<file path="src/rtl/regfile_wr_arbiter.sv">
// regfile_wr_arbiter: shares the regfile write port between WB and MDU, with an MDU busy scoreboard.
// Optional REGFILE_WR_BYPASS_EN adds forwarding of the in-flight write to the decode read ports.
module regfile_wr_arbiter #(
    parameter int DATA_W       = 32,
    parameter int STARVE_LIMIT = 4
) (
    input  logic              clk,
    input  logic              rst,
    input  logic              p_valid,
    input  logic [4:0]        p_rd,
    input  logic [DATA_W-1:0] p_data,
    output logic              p_ready,
    input  logic              m_valid,
    input  logic [4:0]        m_rd,
    input  logic [DATA_W-1:0] m_data,
    output logic              m_ready,
    input  logic              m_issue,
    input  logic [4:0]        m_issue_rd,
    input  logic [4:0]        rs,
    input  logic [4:0]        rt,
    output logic              busy_rs,
    output logic              busy_rt,
    output logic              regwrite,
    output logic [4:0]        rd,
    output logic [DATA_W-1:0] writedata,
    output logic              sb_err
`ifdef REGFILE_WR_BYPASS_EN
    ,
    output logic              rs_fwd,
    output logic [DATA_W-1:0] rs_fwd_data,
    output logic              rt_fwd,
    output logic [DATA_W-1:0] rt_fwd_data
`endif
);
    logic [3:0]        starve_q, starve_d;
    logic [31:0]       busy_q, busy_d;
    logic              sb_err_q, sb_err_d;
    logic              regwrite_q, regwrite_d;
    logic [4:0]        rd_q, rd_d;
    logic [DATA_W-1:0] writedata_q, writedata_d;
    logic              force_m, p_acc, m_acc;
    logic [31:0]       clr, set;

    // Arbitration, starvation counting, scoreboard and next write-port values
    always_comb begin
        force_m     = m_valid && (starve_q == 4'(STARVE_LIMIT));
        p_ready     = !force_m;
        m_ready     = m_valid && (force_m || !p_valid);
        p_acc       = p_valid && p_ready;
        m_acc       = m_valid && m_ready;
        starve_d    = (m_acc || !m_valid) ? 4'd0 :
                      (starve_q == 4'(STARVE_LIMIT)) ? starve_q : starve_q + 4'd1;
        regwrite_d  = p_acc ? (p_rd != 5'd0) : m_acc ? (m_rd != 5'd0) : 1'b0;
        rd_d        = p_acc ? p_rd : m_acc ? m_rd : rd_q;
        writedata_d = p_acc ? p_data : m_acc ? m_data : writedata_q;
        clr         = m_acc ? (32'd1 << m_rd) : 32'd0;
        set         = (m_issue && m_issue_rd != 5'd0) ? (32'd1 << m_issue_rd) : 32'd0;
        busy_d      = (busy_q & ~clr) | set;
        sb_err_d    = sb_err_q || ((set & busy_q & ~clr) != 32'd0);
        busy_rs     = (rs != 5'd0) && busy_q[rs];
        busy_rt     = (rt != 5'd0) && busy_q[rt];
    end

    // State registers; reset drops any in-flight write immediately
    always_ff @(posedge clk or posedge rst) begin
        if (rst) begin
            starve_q    <= '0;
            busy_q      <= '0;
            sb_err_q    <= 1'b0;
            regwrite_q  <= 1'b0;
            rd_q        <= '0;
            writedata_q <= '0;
        end else begin
            starve_q    <= starve_d;
            busy_q      <= busy_d;
            sb_err_q    <= sb_err_d;
            regwrite_q  <= regwrite_d;
            rd_q        <= rd_d;
            writedata_q <= writedata_d;
        end
    end

    assign regwrite  = regwrite_q;
    assign rd        = rd_q;
    assign writedata = writedata_q;
    assign sb_err    = sb_err_q;

`ifdef REGFILE_WR_BYPASS_EN
    // Forward the write currently on the port, which the regfile read cannot yet return
    always_comb begin
        rs_fwd      = regwrite_q && (rd_q == rs) && (rs != 5'd0);
        rt_fwd      = regwrite_q && (rd_q == rt) && (rt != 5'd0);
        rs_fwd_data = writedata_q;
        rt_fwd_data = writedata_q;
    end
`endif
endmodule

</file>
<file path="config.mk">
export PLATFORM = sky130hd
export DESIGN_NAME = regfile_wr_arbiter
export DESIGN_NICKNAME = d
export VERILOG_FILES = /design/src/rtl/regfile_wr_arbiter.sv
export SDC_FILE = /design/constraint.sdc
export NUM_CORES = 1
export LEC_CHECK = 0
export CORE_MARGIN = 3
export CORE_UTILIZATION = 32
export DETAILED_ROUTE_END_ITERATION = 10
export PLACE_DENSITY = 0.64
export SYNTH_ARGS = -nofsm -noshare
export SYNTH_HDL_FRONTEND = slang
export SYNTH_SLANG_ARGS = --single-unit
</file>
<file path="constraint.sdc">
create_clock -name clk -period 2.7 [get_ports clk]
set_clock_uncertainty 0.15 [all_clocks]
set_input_delay 0.54 -clock clk [delete_from_list [all_inputs] [get_ports clk]]
set_output_delay 0.54 -clock clk [all_outputs]
set_load 0.03 [all_outputs]
</file>
* After elaboration in Yosys (flattened, before gate mapping)
Index checks and enable logic that the tools add are counted.
** Word-level totals
- Bits in registers :: 75
- Input port bits :: 94
- Output and inout port bits :: 43
- Logic and storage cells :: 52
** Operators by class
- $add $sub $neg :: 1
- Magnitude comparators :: 2
- Eq/ne operators :: 2
- Shifts and indexed selects :: 2
- Mux-type cells :: 14
- Bitwise operators :: 5
- Reduce and logical (&&, ||, !) cells :: 20
** Operator list (number)
- $mux 32 :: 4
- $and 32x32->32 :: 3
- $shl 1x5->32 const A :: 2
- $not 32->32 :: 1
- $or 32x32->32 :: 1
- $reduce_bool 32->1 :: 1
- $reduce_bool 5->1 :: 5
- $lt 5x6->1 const B :: 2
- $bmux 1 s5 :: 2
- $mux 5 :: 2
- $mux 4 :: 2
- $logic_and 1x1->1 :: 7
- $add 4x1->4 const B :: 1
- $eq 4x3->1 const B :: 1
- $mux 1 :: 4
- $logic_not 1->1 :: 3
- $logic_or 1x1->1 :: 3
- $ne 2x2->1 const B :: 1
- $reduce_bool 2->1 :: 1

* Depth between registers and ports, before layout
- Word-level depth :: 10
- Depth in mapped cells :: 9
- Depth with buffers taken out :: 8

* Least setup slack after synthesis
OpenSTA, ideal clock, no wires.
- Kind :: input to output
- Start :: input port rs[0]
- End :: output port busy_rs
- Data arrival time :: 2.302 ns
- Required time :: 2.010 ns
- Slack :: -0.292 ns
- Cell stages on the path :: 4
- Path buffers :: 1
- Path through :: clkbuf_1 > mux4_2 > mux4_2 > mux2_2
** On the way
- Cells in the longest elaborated chain, start to end :: 3
- Elaborated cells on any way between the ends :: 4
- Those cells by class :: 2 x mux; 2 x reduce/logical
** Ends and longest elaborated chain
- start, declared :: line 19 : input logic [4:0] rs,
- $bmux 1 s5 :: line 60 : busy_rs = (rs != 5'd0) && busy_q[rs];
- $mux 1 (not written as such) :: line 60
- $logic_and 1x1->1 (*) :: line 60
- end, declared :: line 21 : output logic busy_rs,
Mark *: on every way between the ends. The rest lies on a longest branch, timed or not. The select of a mux whose other input is x is not followed.

* Worst setup path after layout
- Start :: input port rt[0]
- End :: output port busy_rt
** On the way
- Cells in the longest elaborated chain, start to end :: 3
- Elaborated cells on any way between the ends :: 4
- Those cells by class :: 2 x mux; 2 x reduce/logical
** Ends and longest elaborated chain
- start, declared :: line 20 : input logic [4:0] rt,
- $bmux 1 s5 :: line 61 : busy_rt = (rt != 5'd0) && busy_q[rt];
- $mux 1 (not written as such) :: line 61
- $logic_and 1x1->1 (*) :: line 61
- end, declared :: line 22 : output logic busy_rt,
Marked as above.

==> summary.txt <==
Setup path
  • Setup crit start: rt[0]
  • Crit end category: primary output
  • Most frequent CP cell: mux4_2
  • Worst EP arrival: 2.17 ns
  • Critical-path top delay cell: mux4_2
  • Critical R2R Launch: starve_q[0]
  • Crit start category: input pin
  • Crit Path Class: input pin to primary output
  • CP max FO: 5
  • WP data required: 2.01 ns
  • R2r setup slk: 0.07 ns
  • CP Cell Sequence: buf_8 > buf_12 > mux4_2 > mux4_2 > mux2_4 > buf_6
  • CP max stage delay: 0.50 ns

STA
  • Worst Max-Slew Pin Slew: 0.613 ns
  • Worst hold slack: approximately 0.39 ns
  • Fin crit period: 2.86 ns
  • Final hold violation count: 0
  • Max frequency: roughly 350 MHz
  • Final setup fails: 2
  • Slew Viols, Final: 0
  • Setup TNS: -0.307 ns
  • RSZ-0062 raised after global routing: true
  • Period utilisation layout: 106%
  • Final setup margin: -0.158 ns
  • Worst relative slew slack: 59.0%

Drt
  • Average wire per standard cell: 18.8 um
  • Pre-antenna DRT Iters: 4
  • Via-per-instance ratio: 5.34
  • DRC viols: 0
  • Total wire length: 16200 um
  • Vias: 4596
  • Drt initial violations: 216
  • Final ANT Viol Nets: 0

Worst hold path
  • Min-delay worst type: input pin to asynchronous set/reset pin

Synth
  • Post-synth EDFFs: 0
  • Mapped Nets: 563
  • Mux cell area share after synthesis: roughly a fifth
  • Post-Syn Instances: 467
  • Synth top area cells: dfrtp_1, mux4_2, mux2i_1
  • Synth Area in Compound Gates: 17.8%
  • Ys Warns: 0
  • Synth Area in Adders: 0.560%
  • Yosys top cell area share: between 40% and 50%
  • Synth Flop Type: dfrtp_1
  • Largest family of logic cells by synthesized area: multiplexers
  • Sequential area share after synthesis: 41.5%
  • Ys async rst share: 100%
  • Synth Area in Simple Gates: between 10% and 20%
  • Post-synthesis area per instance: 9.56 sq um
  • Mapped Area: ~0.0045 sq mm
  • Area leader, netlist: dfrtp_1
  • Synth unique cells: 47
  • FF+latch count, synth: 74
  • Post-Synth XOR/XNOR Area: 0.392%

Floorplan
  • Ports: 137
  • Die Height: 124 um
  • Initial Util: 33.2%
  • DIE WIDTH: 124 um
  • Core footprint: ~0.013 sq mm
  • Site Rows: 42
  • DIE AREA: about 0.015 sq mm

Finish
  • Nets: slightly below 800
  • Most frequent cells in the layout: clkdlybuf4s50_1, buf_4, dfrtp_1, o21ai_0, nor2_1
  • Cell area after layout: just over 0.007 sq mm
  • Share of cells above drive strength 1: between 20 and 25%
  • Non-filler cells, final: 861
  • Commonest non-fill, non-tap cell in the layout: clkdlybuf4s50_1
  • N_diodes: 0
  • Syn-to-layout area delta: 60.6%
  • Final core utilization: 53.3%

Clocking
  • CTS max path bufs: 2
  • Post-cts hold buffer count: 0
  • CTS Sinks: 74
  • Worst skew pair latency: 0.34 ns
  • CTS tree: yes
  • Num CTS Buffers: 9
  • H-tree depth: 3
  • Root buffer cell: clkbuf_16
  • Clk slew on worst S/H paths: 0.06 ns

Power and ir drop
  • P_leak: between 3 and 4 nW
  • Max IR drop VDD: 0.361 mV
  • Power density over the cells: 572 mW/mm^2
  • Total chip power: 4.10 mW

Global routing
  • GR Util All Layers: 21.9%
  • Initial antenna violation count: 0
  • Vias in the first global route: 4784
  • Largest net degree at the start of global routing: 34
  • GRT overflow: 0
  • First-pass GRT wire length: 25600 um

Placed design
  • Buffers on Ports: 136
  • Post-DP Area: 0.00670 sq mm
  • GPL Wtd Cong: 0.984
  • Dpl cells: 837
  • Place WS: -1.08 ns
  • Hpwl dp: 12800 um

Status
  • Failing checks: negative setup slack
  • Outcome: finished, violations left

Flow run
  • Max-cap viol count: 0
[critical path: cells and delay by family]
family / cells / cell delay [ns]
buffers and inverters: 3 / 0.35
multiplexers: 3 / 1.28
[area by class of cell]
| class | instances | area [sq um] |
|---|---|---|
| clock inverters | 6 | 115 |
| well taps | 176 | 220 |
| multi-input cells | 348 | 2450 |
| fillers | 1212 | 6280 |
| inverters | 7 | 26.3 |
| clock buffers | 10 | 229 |
| repair buffers | 240 | 2270 |
| flip-flops and latches | 74 | 1850 |
[worst paths after layout]
path | endpoint | cells after the start
min reg2reg | starve_q[3] | 2
max | busy_rt | 6
min | sb_err | 3
max in group asynchronous | busy_q[7] | 3
max reg2reg | sb_err | 9
min in group clk | starve_q[3] | 2
[kinds of logic (layout without fill, tap and decap cells)]
logic type / Yosys count / in the layout
AO/OA/AOI/OAI: 136 / 136
AND/OR/NAND/NOR: 148 / 148
buffers and inverters: 45 / 263
flip-flops: 74 / 74
adder cells (fa/ha/maj): 2 / 2
XOR/XNOR: 2 / 2
multiplexers: 60 / 60
[metal layers]
metal | GRT usage [%] | wire [um]
met3 | 6.72 | 1350
met2 | 35.1 | 7640
met1 | 26.6 | 6540
met5 | 0 | 0
met4 | 11.1 | 650
[state kept, by name (all words and copies together), names as in the netlist]
register,count
busy_q,31
sb_err,1
starve_q,4
regwrite,1
writedata,32
rd,5
[power breakdown]
part           leakage (nW)  internal (mW)  switching [mW]
Combinational          2.01          0.707           0.578
Clock                 0.163          0.906           0.479
Sequential            0.858           1.28           0.157
Total                  3.03           2.89            1.21
[Yosys cell counts, types with 3 or more instances]
cell and n:
a21oi_1 41, a41oi_1 3, nor2b_1 6, nand2_1 38
nand2b_1 3, nor4bb_1 3, buf_1 7, nor2_1 48
mux2_2 5, nand3_1 20, buf_2 7, inv_1 7
mux4_2 18, nand4_1 7, and2_1 4, and4b_1 3
dfrtp_1 74, clkbuf_1 22, o21ai_0 57, o211ai_1 3
a22o_1 5, a31oi_1 17, mux2i_1 37
[timing repair]
action                     4_1_cts  5_1_grt
setup endpoints to repair        3        3
gates cloned                     2        0
resized for setup               37        8
pin swaps                        0        4
setup buffers                    1        5
Note: power is estimated with default switching activity, not from simulation.
